## src/rtl/xalu_ise_issue_if.sv

```systemverilog
// -----------------------------------------------------------------------------
// xalu_ise_issue_if
//
// Bundles every handshake/bus signal of the custom-instruction issue unit:
//   request channel   : req_valid, req_ready, req_instr, req_rs1, req_rs2
//   writeback channel : rsp_valid, rsp_ready, rsp_rd, rsp_data, rsp_illegal
//   ISE ALU channel   : ise_fn, ise_imm, ise_in1, ise_in2, ise_val,
//                       ise_oval, ise_out
//
// Modports:
//   slave  - the issue unit itself (accepts requests, drives the ALU request,
//            produces the writeback response).
//   master - the surrounding environment (execute stage, writeback stage and
//            the ISE ALU), i.e. everything that talks to the issue unit.
// -----------------------------------------------------------------------------
interface xalu_ise_issue_if;

   // Request from the execute stage
   logic        req_valid;
   logic        req_ready;
   logic [31:0] req_instr;
   logic [31:0] req_rs1;
   logic [31:0] req_rs2;

   // Writeback response
   logic        rsp_valid;
   logic        rsp_ready;
   logic [4:0]  rsp_rd;
   logic [31:0] rsp_data;
   logic        rsp_illegal;

   // ISE ALU request / result
   logic [5:0]  ise_fn;
   logic [6:0]  ise_imm;
   logic [31:0] ise_in1;
   logic [31:0] ise_in2;
   logic        ise_val;
   logic        ise_oval;
   logic [31:0] ise_out;

   modport slave (
      input  req_valid, req_instr, req_rs1, req_rs2,
      input  rsp_ready,
      input  ise_oval, ise_out,
      output req_ready,
      output rsp_valid, rsp_rd, rsp_data, rsp_illegal,
      output ise_fn, ise_imm, ise_in1, ise_in2, ise_val
   );

   modport master (
      output req_valid, req_instr, req_rs1, req_rs2,
      output rsp_ready,
      output ise_oval, ise_out,
      input  req_ready,
      input  rsp_valid, rsp_rd, rsp_data, rsp_illegal,
      input  ise_fn, ise_imm, ise_in1, ise_in2, ise_val
   );

endinterface

```

## src/rtl/xalu_ise_issue.sv

```systemverilog
// -----------------------------------------------------------------------------
// xalu_ise_issue
//
// Core-side issue unit for the custom-instruction (custom-0..3) ALU.
// An instruction is taken from the execute stage in IDLE, decoded into the
// ISE function/immediate fields and presented to the ISE ALU with a held
// valid.  The unit waits at most TIMEOUT cycles for the ALU's output-valid
// and then returns either the ALU result or an illegal-instruction
// indication on a valid/ready writeback channel.  Non-custom opcodes bypass
// the ALU and are answered as illegal on the next cycle.
//
// Parameters:
//   TIMEOUT   - maximum number of cycles ise_val stays high (1..255).
//
// Ports:
//   ise_clk   - sole clock, rising edge.
//   ise_rst   - synchronous active-high reset.
//   flush     - pipeline kill; drops whatever is in flight, no response.
//   bus       - xalu_ise_issue_if.slave; request, writeback and ISE ALU
//               channels (see the interface file for the signal list).
//
// Every output is driven straight from a register.  ise_fn / ise_imm /
// ise_in1 / ise_in2 are only non-zero while the ALU request is active.
// -----------------------------------------------------------------------------
module xalu_ise_issue #(
   parameter int unsigned TIMEOUT = 8
) (
   input  logic            ise_clk,
   input  logic            ise_rst,
   input  logic            flush,
   xalu_ise_issue_if.slave bus
);

   typedef enum logic [1:0] {
      ST_IDLE = 2'd0,
      ST_BUSY = 2'd1,
      ST_RESP = 2'd2
   } state_t;

   // Last count value before the wait is abandoned; the counter starts at 0
   // in the first BUSY cycle, so TIMEOUT-1 marks the TIMEOUT-th cycle.
   localparam logic [7:0] CNT_LAST = 8'(TIMEOUT - 1);

   // -------------------------------------------------------------------------
   // Opcode decode helpers
   // -------------------------------------------------------------------------
   function automatic logic is_custom(input logic [6:0] opcode);
      case (opcode)
         7'h0B, 7'h2B, 7'h5B, 7'h7B: is_custom = 1'b1;
         default:                    is_custom = 1'b0;
      endcase
   endfunction

   function automatic logic [1:0] custom_index(input logic [6:0] opcode);
      case (opcode)
         7'h0B:   custom_index = 2'd0;
         7'h2B:   custom_index = 2'd1;
         7'h5B:   custom_index = 2'd2;
         7'h7B:   custom_index = 2'd3;
         default: custom_index = 2'd0;
      endcase
   endfunction

   // -------------------------------------------------------------------------
   // State and output registers, with their next-state values
   // -------------------------------------------------------------------------
   state_t      state_r,       state_s;
   logic [7:0]  cnt_r,         cnt_s;
   logic [4:0]  rd_r,          rd_s;
   logic        req_ready_r,   req_ready_s;
   logic        rsp_valid_r,   rsp_valid_s;
   logic [4:0]  rsp_rd_r,      rsp_rd_s;
   logic [31:0] rsp_data_r,    rsp_data_s;
   logic        rsp_illegal_r, rsp_illegal_s;
   logic        ise_val_r,     ise_val_s;
   logic [5:0]  ise_fn_r,      ise_fn_s;
   logic [6:0]  ise_imm_r,     ise_imm_s;
   logic [31:0] ise_in1_r,     ise_in1_s;
   logic [31:0] ise_in2_r,     ise_in2_s;

   // The rs1/rs2 register-number fields carry no meaning here; values
   // arrive already read on req_rs1/req_rs2.
   logic unused_instr_s;
   assign unused_instr_s = ^bus.req_instr[24:15];

   // Next-state and next-output decode for the IDLE/BUSY/RESP sequencer.
   always_comb begin
      state_s       = state_r;
      cnt_s         = cnt_r;
      rd_s          = rd_r;
      req_ready_s   = req_ready_r;
      rsp_valid_s   = rsp_valid_r;
      rsp_rd_s      = rsp_rd_r;
      rsp_data_s    = rsp_data_r;
      rsp_illegal_s = rsp_illegal_r;
      ise_val_s     = ise_val_r;
      ise_fn_s      = ise_fn_r;
      ise_imm_s     = ise_imm_r;
      ise_in1_s     = ise_in1_r;
      ise_in2_s     = ise_in2_r;

      case (state_r)
         ST_IDLE: begin
            if (bus.req_valid) begin
               req_ready_s = 1'b0;
               if (is_custom(bus.req_instr[6:0])) begin
                  // Launch the ALU request; fields stay frozen in BUSY.
                  state_s   = ST_BUSY;
                  cnt_s     = 8'd0;
                  rd_s      = bus.req_instr[11:7];
                  ise_val_s = 1'b1;
                  ise_fn_s  = {1'b0, bus.req_instr[14:12],
                               custom_index(bus.req_instr[6:0])};
                  ise_imm_s = bus.req_instr[31:25];
                  ise_in1_s = bus.req_rs1;
                  ise_in2_s = bus.req_rs2;
               end else begin
                  // Not one of ours: answer illegal straight away.
                  state_s       = ST_RESP;
                  rsp_valid_s   = 1'b1;
                  rsp_rd_s      = bus.req_instr[11:7];
                  rsp_data_s    = 32'd0;
                  rsp_illegal_s = 1'b1;
               end
            end else begin
               state_s = ST_IDLE;
            end
         end

         ST_BUSY: begin
            if (bus.ise_oval) begin
               state_s       = ST_RESP;
               rsp_valid_s   = 1'b1;
               rsp_rd_s      = rd_r;
               // x0 is hard-wired zero, so never hand back a value for it.
               rsp_data_s    = (rd_r == 5'd0) ? 32'd0 : bus.ise_out;
               rsp_illegal_s = 1'b0;
               ise_val_s     = 1'b0;
               ise_fn_s      = 6'd0;
               ise_imm_s     = 7'd0;
               ise_in1_s     = 32'd0;
               ise_in2_s     = 32'd0;
            end else if (cnt_r == CNT_LAST) begin
               // ALU never recognised the op: report it as illegal.
               state_s       = ST_RESP;
               rsp_valid_s   = 1'b1;
               rsp_rd_s      = rd_r;
               rsp_data_s    = 32'd0;
               rsp_illegal_s = 1'b1;
               ise_val_s     = 1'b0;
               ise_fn_s      = 6'd0;
               ise_imm_s     = 7'd0;
               ise_in1_s     = 32'd0;
               ise_in2_s     = 32'd0;
            end else begin
               cnt_s = cnt_r + 8'd1;
            end
         end

         ST_RESP: begin
            if (bus.rsp_ready) begin
               // Back to IDLE only; a new request is taken the cycle after.
               state_s       = ST_IDLE;
               req_ready_s   = 1'b1;
               rsp_valid_s   = 1'b0;
               rsp_rd_s      = 5'd0;
               rsp_data_s    = 32'd0;
               rsp_illegal_s = 1'b0;
            end else begin
               state_s = ST_RESP;
            end
         end

         default: begin
            // Unreachable encoding: recover to an empty IDLE.
            state_s       = ST_IDLE;
            cnt_s         = 8'd0;
            rd_s          = 5'd0;
            req_ready_s   = 1'b1;
            rsp_valid_s   = 1'b0;
            rsp_rd_s      = 5'd0;
            rsp_data_s    = 32'd0;
            rsp_illegal_s = 1'b0;
            ise_val_s     = 1'b0;
            ise_fn_s      = 6'd0;
            ise_imm_s     = 7'd0;
            ise_in1_s     = 32'd0;
            ise_in2_s     = 32'd0;
         end
      endcase
   end

   // State/output register bank; reset and flush both land in an empty IDLE.
   always_ff @(posedge ise_clk) begin
      if (ise_rst || flush) begin
         state_r       <= ST_IDLE;
         cnt_r         <= 8'd0;
         rd_r          <= 5'd0;
         req_ready_r   <= 1'b1;
         rsp_valid_r   <= 1'b0;
         rsp_rd_r      <= 5'd0;
         rsp_data_r    <= 32'd0;
         rsp_illegal_r <= 1'b0;
         ise_val_r     <= 1'b0;
         ise_fn_r      <= 6'd0;
         ise_imm_r     <= 7'd0;
         ise_in1_r     <= 32'd0;
         ise_in2_r     <= 32'd0;
      end else begin
         state_r       <= state_s;
         cnt_r         <= cnt_s;
         rd_r          <= rd_s;
         req_ready_r   <= req_ready_s;
         rsp_valid_r   <= rsp_valid_s;
         rsp_rd_r      <= rsp_rd_s;
         rsp_data_r    <= rsp_data_s;
         rsp_illegal_r <= rsp_illegal_s;
         ise_val_r     <= ise_val_s;
         ise_fn_r      <= ise_fn_s;
         ise_imm_r     <= ise_imm_s;
         ise_in1_r     <= ise_in1_s;
         ise_in2_r     <= ise_in2_s;
      end
   end

   assign bus.req_ready   = req_ready_r;
   assign bus.rsp_valid   = rsp_valid_r;
   assign bus.rsp_rd      = rsp_rd_r;
   assign bus.rsp_data    = rsp_data_r;
   assign bus.rsp_illegal = rsp_illegal_r;
   assign bus.ise_val     = ise_val_r;
   assign bus.ise_fn      = ise_fn_r;
   assign bus.ise_imm     = ise_imm_r;
   assign bus.ise_in1     = ise_in1_r;
   assign bus.ise_in2     = ise_in2_r;

endmodule
```

## src/flat_wrapper.sv

```systemverilog
// flat-port wrapper written by rule: the top's interface ports become plain ports
module xalu_ise_issue_flat 
#(
   parameter int unsigned TIMEOUT = 8
)
  (ise_clk, ise_rst, flush, bus_req_valid, bus_req_instr, bus_req_rs1, bus_req_rs2, bus_rsp_ready, bus_ise_oval, bus_ise_out, bus_req_ready, bus_rsp_valid, bus_rsp_rd, bus_rsp_data, bus_rsp_illegal, bus_ise_fn, bus_ise_imm, bus_ise_in1, bus_ise_in2, bus_ise_val);
  xalu_ise_issue_if bus_i ();
  input  logic ise_clk;
  input  logic ise_rst;
  input  logic flush;
  input wire logic [$bits(bus_i.req_valid)-1:0] bus_req_valid;
  input wire logic [$bits(bus_i.req_instr)-1:0] bus_req_instr;
  input wire logic [$bits(bus_i.req_rs1)-1:0] bus_req_rs1;
  input wire logic [$bits(bus_i.req_rs2)-1:0] bus_req_rs2;
  input wire logic [$bits(bus_i.rsp_ready)-1:0] bus_rsp_ready;
  input wire logic [$bits(bus_i.ise_oval)-1:0] bus_ise_oval;
  input wire logic [$bits(bus_i.ise_out)-1:0] bus_ise_out;
  output wire logic [$bits(bus_i.req_ready)-1:0] bus_req_ready;
  output wire logic [$bits(bus_i.rsp_valid)-1:0] bus_rsp_valid;
  output wire logic [$bits(bus_i.rsp_rd)-1:0] bus_rsp_rd;
  output wire logic [$bits(bus_i.rsp_data)-1:0] bus_rsp_data;
  output wire logic [$bits(bus_i.rsp_illegal)-1:0] bus_rsp_illegal;
  output wire logic [$bits(bus_i.ise_fn)-1:0] bus_ise_fn;
  output wire logic [$bits(bus_i.ise_imm)-1:0] bus_ise_imm;
  output wire logic [$bits(bus_i.ise_in1)-1:0] bus_ise_in1;
  output wire logic [$bits(bus_i.ise_in2)-1:0] bus_ise_in2;
  output wire logic [$bits(bus_i.ise_val)-1:0] bus_ise_val;
  assign bus_i.req_valid = bus_req_valid;
  assign bus_i.req_instr = bus_req_instr;
  assign bus_i.req_rs1 = bus_req_rs1;
  assign bus_i.req_rs2 = bus_req_rs2;
  assign bus_i.rsp_ready = bus_rsp_ready;
  assign bus_i.ise_oval = bus_ise_oval;
  assign bus_i.ise_out = bus_ise_out;
  assign bus_req_ready = bus_i.req_ready;
  assign bus_rsp_valid = bus_i.rsp_valid;
  assign bus_rsp_rd = bus_i.rsp_rd;
  assign bus_rsp_data = bus_i.rsp_data;
  assign bus_rsp_illegal = bus_i.rsp_illegal;
  assign bus_ise_fn = bus_i.ise_fn;
  assign bus_ise_imm = bus_i.ise_imm;
  assign bus_ise_in1 = bus_i.ise_in1;
  assign bus_ise_in2 = bus_i.ise_in2;
  assign bus_ise_val = bus_i.ise_val;
  xalu_ise_issue #(.TIMEOUT(TIMEOUT)) u_core (.ise_clk(ise_clk), .ise_rst(ise_rst), .flush(flush), .bus(bus_i));
endmodule
```

## config.mk

```make
export PLATFORM = sky130hd
export DESIGN_NAME = xalu_ise_issue_flat
export DESIGN_NICKNAME = d
export VERILOG_FILES = /design/src/rtl/xalu_ise_issue_if.sv /design/src/rtl/xalu_ise_issue.sv /design/src/flat_wrapper.sv
export SDC_FILE = /design/constraint.sdc
export NUM_CORES = 1
export LEC_CHECK = 0
export BUFFER_PORTS_ARGS = -buffer_cell sky130_fd_sc_hd__buf_2
export CAP_MARGIN = 20
export CORE_UTILIZATION = 35
export CTS_CLUSTER_SIZE = 30
export DETAILED_ROUTE_END_ITERATION = 12
export PLACE_DENSITY = 0.72
export SLEW_MARGIN = 40
export SYNTH_ARGS = -nofsm -noshare
export SYNTH_HDL_FRONTEND = slang
export SYNTH_SLANG_ARGS = --single-unit
```

## constraint.sdc

```tcl
create_clock -name ise_clk -period 2.4 [get_ports ise_clk]
set_input_delay 0.36 -clock ise_clk [delete_from_list [all_inputs] [get_ports ise_clk]]
set_output_delay 0.36 -clock ise_clk [all_outputs]
set_load 0.01 [all_outputs]
```

==> run summary, run 1 <==
status = completed
P&R area growth vs syn = 37.2%
vias per inst = 5.24
most frequent cells in the layout = 240 x buf_2, 132 x dfxtp_1, 96 x a21oi_1
worst r2r src = u_core.cnt_r[0]
worst-skew pair later-pin latency = 410 ps
Worst EP required = 2740 ps
drt total wl = 16,700 µm
total global routing overflow = 0
RSZ-0062 raised after global routing = false
Worst setup EP type = register
pre-CTS WS = 156 ps
crit path launch type = register
Final Cycle Share = 92.5%
Sink Count = 132
Netlist cell types = 43
Clock Path Buffers = 2
Final Hold Viols = 0
post-synthesis sequential area ratio = 47.6%
GPL Wtd Cong = 0.795
Hold Buf Count CTS = 0
arrival time at the worst endpoint = 2560 ps
end of the worst hold path = u_core.bus.rsp_data[2]
final worst slack = 180 ps
worst hold slack = 188 ps
H-tree levels = 4
Net Sw Power = 1.19 mW
switching share of total power = 22.4%
YS warnings = 0
fin crit period = 2220 ps
diode count = 0
Reg2Reg Capture Point = u_core.bus.ise_fn[1]
share of cells above drive strength 1 = 34.2%
antenna violations before repair = 0
sequential share of power = 42.0%
clock power share = 49.7%
Die H = 128 µm
area of the core = 15,300 µm²
combinational group share of total power = 8.3%
row count = 45
first-iteration detailed-routing DRC count = 401
first-pass GRT wire length = 26,800 µm
Worst-Margin Slew = 626 ps
Root Buffer = clkbuf_16
CP Max Fanout = 4
Max Slew Vio Count = 0
Starting Density = 36.2%
DP Area = 7000 µm²
FMAX = 0.451 GHz
vias in the first global route = 5,333
syn avg cell area = 8.49 µm²
Placed Instances = 1,056
CTS tree = done
dpl hpwl = 11,100 µm
post-route cell area = 7610 µm²
hold path depth = 3
drt pass-1 iters = 5
EDFF count, synth = 0
final core occ = 49.7%
I/O Buffers = 240
Synth Flop Type = dfxtp_1
largest net degree at the start of global routing = 56
Post-Route Setup TNS = 0 ps
Post-Layout Cell Count = 1,089
Synth Register Bits = 132
Clock Skews = 7.56 ps
static leakage = 3.19 nW
PD cells = 698 nW/µm²
Post-Synthesis Cells = 654
GRT Total Usage = 20.4%
Hold Crit Class = in -> reg
DRC errors left = 0
most common cell after layout, fill and taps aside = buf_2
Internal = 4.13 mW
Setup violations, final = 0
Mapped Area = 5550 µm²
WL/cell = 15.4 µm
Max VDD drop = 0.000432 V
Tot Pwr = 5.32 mW
R2R Setup Slk = 180 ps
Die Wd = 128 µm
Slew headroom = 58.0%
syn_nets = 793
cells on worst reg2reg path = 5
IO Pins = 252
Routed Antenna Nets = 0
Crit Path Category = reg -> reg
# nets final = 1,004
total of max-cap violations = 0
die area = 16,400 µm²
Post-synth ARST share = 0%
CTS clock-pin slew for the worst setup and hold paths = 60 ps
total CTS buffers = 17
min-delay src = bus_ise_out[2]
DR vias = 5,706
==> power groups by stage <==
stage	logic [mW]	clock network [mW]	registers [mW]
6_report	0.441	2.64	2.23
5_1_grt	0.482	2.80	2.24
4_1_cts	0.442	2.70	2.23
3_5_place_dp	0.441	0	2.28
3_3_place_gp	0.437	0	2.28
2_1_floorplan	0.219	0	2.29
==> layer usage <==
metal / vias up / wire length [µm] / track usage [%] / part of all wire [%]
li1: 2812 / - / - / -
met1: 2667 / 7280 / 26.2 / 43
met2: 196 / 8020 / 32.4 / 48
met3: 31 / 1020 / 5.72 / 6.1
met4: 0 / 427 / 7.75 / 2.6
met5: - / 0 / 0 / 0
==> final cells by class <==
class                   count  area (µm²)
flip-flops and latches    132        2640
repair buffers            261        1410
fillers                  1519        7700
well taps                 211         264
clock buffers              24         482
clock inverters             8         124
multi-input cells         447        2670
inverters                   6        22.5
==> synthesized netlist by cell type, types with 2 or more instances <==
cell      instances  share of area, %
o211ai_1          3              0.41
nand3b_1          2              0.27
a22oi_1           4              0.54
o31ai_1           5              0.68
inv_1             6              0.41
nand2_1          72               4.9
nor2b_1           4              0.45
nand4_1          77               8.7
nor3_1            6              0.54
a21oi_1          96               8.7
nor2_1            7              0.47
buf_2            13               1.2
o41ai_1           2              0.32
nor3b_1           5              0.68
ha_1              5               1.1
dfxtp_1         132                48
or4_1             5              0.68
o21ai_0          84               7.6
nand4b_1          6              0.95
nand3_1           7              0.63
clkbuf_1         55               3.7
a31oi_1           2              0.23
and3_1            3              0.34
or3_1             2              0.23
mux2i_1          32               5.8
a211oi_1          2              0.27
==> worst max-delay path by stage <==
| stage | end | depth (start not counted) | start |
|---|---|---|---|
| 4_1_cts | u_core.bus.ise_in2[0] | 7 | u_core.cnt_r[0] |
| 5_1_grt | u_core.bus.ise_in1[26] | 7 | u_core.cnt_r[0] |
| 3_5_place_dp | u_core.bus.ise_fn[2] | 7 | u_core.cnt_r[0] |
| 3_3_place_gp | u_core.bus.ise_in1[28] | 7 | u_core.cnt_r[0] |
| 6_report | u_core.bus.ise_fn[1] | 5 | u_core.cnt_r[0] |
| 2_1_floorplan | u_core.bus.ise_in2[29] | 7 | u_core.cnt_r[0] |
==> state kept, by name (all words and copies together) (netlist names) <==
signal and count:
u_core.bus.ise_fn 5, u_core.bus.ise_imm 7, u_core.bus.ise_in1 32, u_core.bus.ise_in2 32, u_core.bus.ise_val 1, u_core.bus.req_ready 1, u_core.bus.rsp_data 32, u_core.bus.rsp_illegal 1
u_core.bus.rsp_rd 5, u_core.bus.rsp_valid 1, u_core.cnt_r 8, u_core.rd_r 5, u_core.state_r 2
==> worst max-delay path, stage by stage (launching register included) <==
cell	delay (ps)
dfxtp_1	350
ha_1	220
or4b_4	510
o41a_4	390
or4_1	530
a21oi_1	150
==> what timing repair did <==
action | CTS | global route
endpoints found under the setup margin | 0 | 34
setup buffers | 0 | 1
resized for setup | 0 | 1
==> kinds of logic (layout without fill, tap and decap cells) <==
kind of cell | after synthesis | in the layout | share of synthesized area (%)
AOI/OAI and AO/OA | 206 | 206 | 20.0
and+or+nand+nor | 201 | 201 | 19.6
DFF | 132 | 132 | 47.6
buffers and inverters | 75 | 299 | 5.43
muxes | 32 | 32 | 5.77
adders and majority gates | 5 | 5 | 1.13
xor gates and xnor gates | 2 | 2 | 0.316
other | 1 | 1 | 0.0676
Power figures use the tool's default switching activity.
==> inputs of run 2 (changes only) <==
--- a/config.mk
+++ b/config.mk
@@ -10,7 +10,7 @@
 export CORE_UTILIZATION = 35
 export CTS_CLUSTER_SIZE = 30
 export DETAILED_ROUTE_END_ITERATION = 12
-export PLACE_DENSITY = 0.72
+export PLACE_DENSITY = 0.74
 export SLEW_MARGIN = 40
 export SYNTH_ARGS = -nofsm -noshare
 export SYNTH_HDL_FRONTEND = slang
==> constraint.sdc (replaced) <==
create_clock -name ise_clk -period 1.85 [get_ports ise_clk]
set_input_delay 0.2775 -clock ise_clk [delete_from_list [all_inputs] [get_ports ise_clk]]
set_output_delay 0.2775 -clock ise_clk [all_outputs]
set_load 0.01 [all_outputs]
==> run 2 against run 1 <==
  * The flow now finishes with violations (negative setup slack)
  * Core utilization grew 3.1 points
  * Global-route usage grew 0.066 points
  * Via count grew 3.2%
  * Sequential cell count is the same
  * First-iteration DRC count shrank 9.7%
  * Maximum frequency grew 6.8%
  * Routed wire length grew 3.5%
  * Final area grew 6.3%
  * Clock power grew 27%
  * Critical endpoint unchanged
  * Largest cell class unchanged
  * Highest routed layer unchanged
==> run summary, run 2 (synthesis gave the netlist of run 1 again) <==
vias per inst = 5.24 (about the same)
fin crit period = 2080 ps (was 2220 ps)
# nets final = 1,037 (was 1,004)
Root Buffer = clkbuf_16 (unchanged)
Clock Skews = 12.5 ps (was 7.56 ps)
Sink Count = 132 (unchanged)
Max Slew Vio Count = 0 (unchanged)
row count = 45 (unchanged)
arrival time at the worst endpoint = 2420 ps (was 2560 ps)
dpl hpwl = 11,400 µm (was 11,100 µm)
FMAX = 0.481 GHz (was 0.451 GHz)
H-tree levels = 4 (unchanged)
Starting Density = 36.2% (unchanged)
Register Area = 2650 µm² (was 2640 µm²)
Internal = 5.15 mW (was 4.13 mW)
CP Max Fanout = 7 (was 4)
Max stage delay on crit path = 500 ps (was 530 ps)
WL/cell = 15.4 µm (about the same)
Crit Path Category = reg -> reg (unchanged)
Post-Route Setup TNS = -17,450 ps (was 0 ps)
drt pass-1 iters = 5 (unchanged)
Die H = 128 µm (unchanged)
Final Hold Viols = 0 (unchanged)
clock power share = 48.8% (was 49.7%)
I/O Buffers = 240 (unchanged)
Max VDD drop = 0.000681 V (was 0.000432 V)
largest net degree at the start of global routing = 44 (was 56)
status = finished with violations (was completed)
Post-Layout Cell Count = 1,123 (was 1,089)
Layout fillers = 1,451 (was 1,519)
combinational group share of total power = 8.9% (was 8.3%)
Routed Antenna Nets = 0 (unchanged)
die area = 16,400 µm² (unchanged)
crit path launch type = register (unchanged)
Net Sw Power = 1.70 mW (was 1.19 mW)
total CTS buffers = 17 (unchanged)
first-pass GRT wire length = 26,800 µm (about the same)
Worst setup EP type = register (unchanged)
area of the core = 15,300 µm² (unchanged)
switching share of total power = 24.8% (was 22.4%)
pre-CTS WS = -263 ps (was 156 ps)
failing checks = negative setup slack
Final Cycle Share = 112% (was 92.5%)
DRC errors left = 0 (unchanged)
PD cells = 846 nW/µm² (was 698 nW/µm²)
Hold Crit Class = in -> reg (unchanged)
drt total wl = 17,300 µm (was 16,700 µm)
most common cell after layout, fill and taps aside = buf_2 (unchanged)
sequential share of power = 42.3% (was 42.0%)
GPL Wtd Cong = 0.779 (was 0.795)
area of the multi-input gates = 2780 µm² (was 2670 µm²)
worst-skew pair later-pin latency = 420 ps (was 410 ps)
total of max-cap violations = 0 (unchanged)
static leakage = 3.41 nW (was 3.19 nW)
Worst EP required = 2190 ps (was 2740 ps)
Setup violations, final = 119 (was 0)
CTS tree = done (unchanged)
Tot Pwr = 6.85 mW (was 5.32 mW)
most frequent cells in the layout = 240 x buf_2, 130 x dfxtp_1, 92 x a21oi_1 (was 240 x buf_2, 132 x dfxtp_1, 96 x a21oi_1)
Die Wd = 128 µm (unchanged)
Clock Path Buffers = 2 (unchanged)
CP cell instances = ha_4, or4b_4, o41a_4, or4_1, a21oi_1 (was ha_1, or4b_4, o41a_4, or4_1, a21oi_1)
CP max-delay cell = or4b_4 (was or4_1)
final worst slack = -228 ps (was 180 ps)
final core occ = 52.9% (was 49.7%)
first-iteration detailed-routing DRC count = 362 (was 401)
GRT Total Usage = 20.4% (about the same)
antenna violations before repair = 1 (was 0)
share of cells above drive strength 1 = 39.3% (was 34.2%)
total global routing overflow = 0 (unchanged)
CTS clock-pin slew for the worst setup and hold paths = 60 ps (about the same)
Placed Instances = 1,081 (was 1,056)
P&R area growth vs syn = 45.9% (was 37.2%)
DR vias = 5,888 (was 5,706)
vias in the first global route = 5,499 (was 5,333)
IO Pins = 252 (unchanged)
RSZ-0062 raised after global routing = true (was false)
==> run 2: changes by cell type in the layout (fill, tap and decap cells not counted), sizes merged <==
cell	delta
diode	+1
inv	+4
clkinv	+3
clkbuf	-4
bufinv	-1
buf	+31
==> run 2: final timing paths <==
path | from | to | slack (ps) | cells past startpoint
setup reg to reg | u_core.cnt_r[1] | u_core.bus.ise_fn[1] | -230 | 5
hold reg to reg | u_core.bus.req_ready | u_core.bus.req_ready | 460 | 1
hold / removal | bus_ise_out[6] | u_core.bus.rsp_data[6] | 100 | 3
setup / recovery | u_core.cnt_r[1] | u_core.bus.ise_fn[1] | -230 | 5
==> run 2: critical path: cells and delay by family (launching register included) <==
kind	cells	cell delay, ps
flops	1	360
compound gates	2	600
fa+ha+maj	1	130
simple gates	2	920
==> run 2: per-layer routing <==
metal | wire length, µm | part of all wire [%] | vias to the layer above | global-route usage (%)
li1 | - | - | 2884 | -
met1 | 7580 | 44 | 2781 | 24.9
met2 | 8240 | 48 | 191 | 33.3
met3 | 1060 | 6.1 | 32 | 6.89
met4 | 450 | 2.6 | 0 | 7.68
met5 | 0 | 0 | - | 0
==> run 2: power groups by stage <==
| stage | combinational (mW) | sequential [mW] | clock [mW] |
|---|---|---|---|
| after floorplan | 0.289 | 2.98 | 0 |
| final | 0.610 | 2.90 | 3.34 |
| after global routing | 0.663 | 2.90 | 3.52 |
| after CTS | 0.599 | 2.90 | 3.41 |
| after detailed placement | 0.593 | 2.96 | 0 |
| after global placement | 0.589 | 2.96 | 0 |
==> run 2: cell type report <==
type	count	area share, %
Clock inverter	14	1.87
Antenna cell	1	0.0309
Multi-Input combinational cell	447	34.3
Timing Repair Buffer	294	22.3
Tap cell	211	3.26
Sequential cell	132	32.7
Inverter	6	0.278
Clock buffer	18	5.30
==> run 2: repair_timing <==
item	CTS	global route
hold endpoints to repair	0	0
setup endpoints to repair	124	126
gates resized for setup	29	46
buffers inserted	1	3
cloned	1	4
pin swaps	12	8
hold buffers	0	0
==> run 2: through the flow <==
stage	hold WS (ps)	cell area, µm²
4_1_cts	76.9	7900
5_1_grt	73.2	8090
3_3_place_gp	433	7260
2_1_floorplan	416	5600
3_5_place_dp	446	7260
6_report	97.1	8100
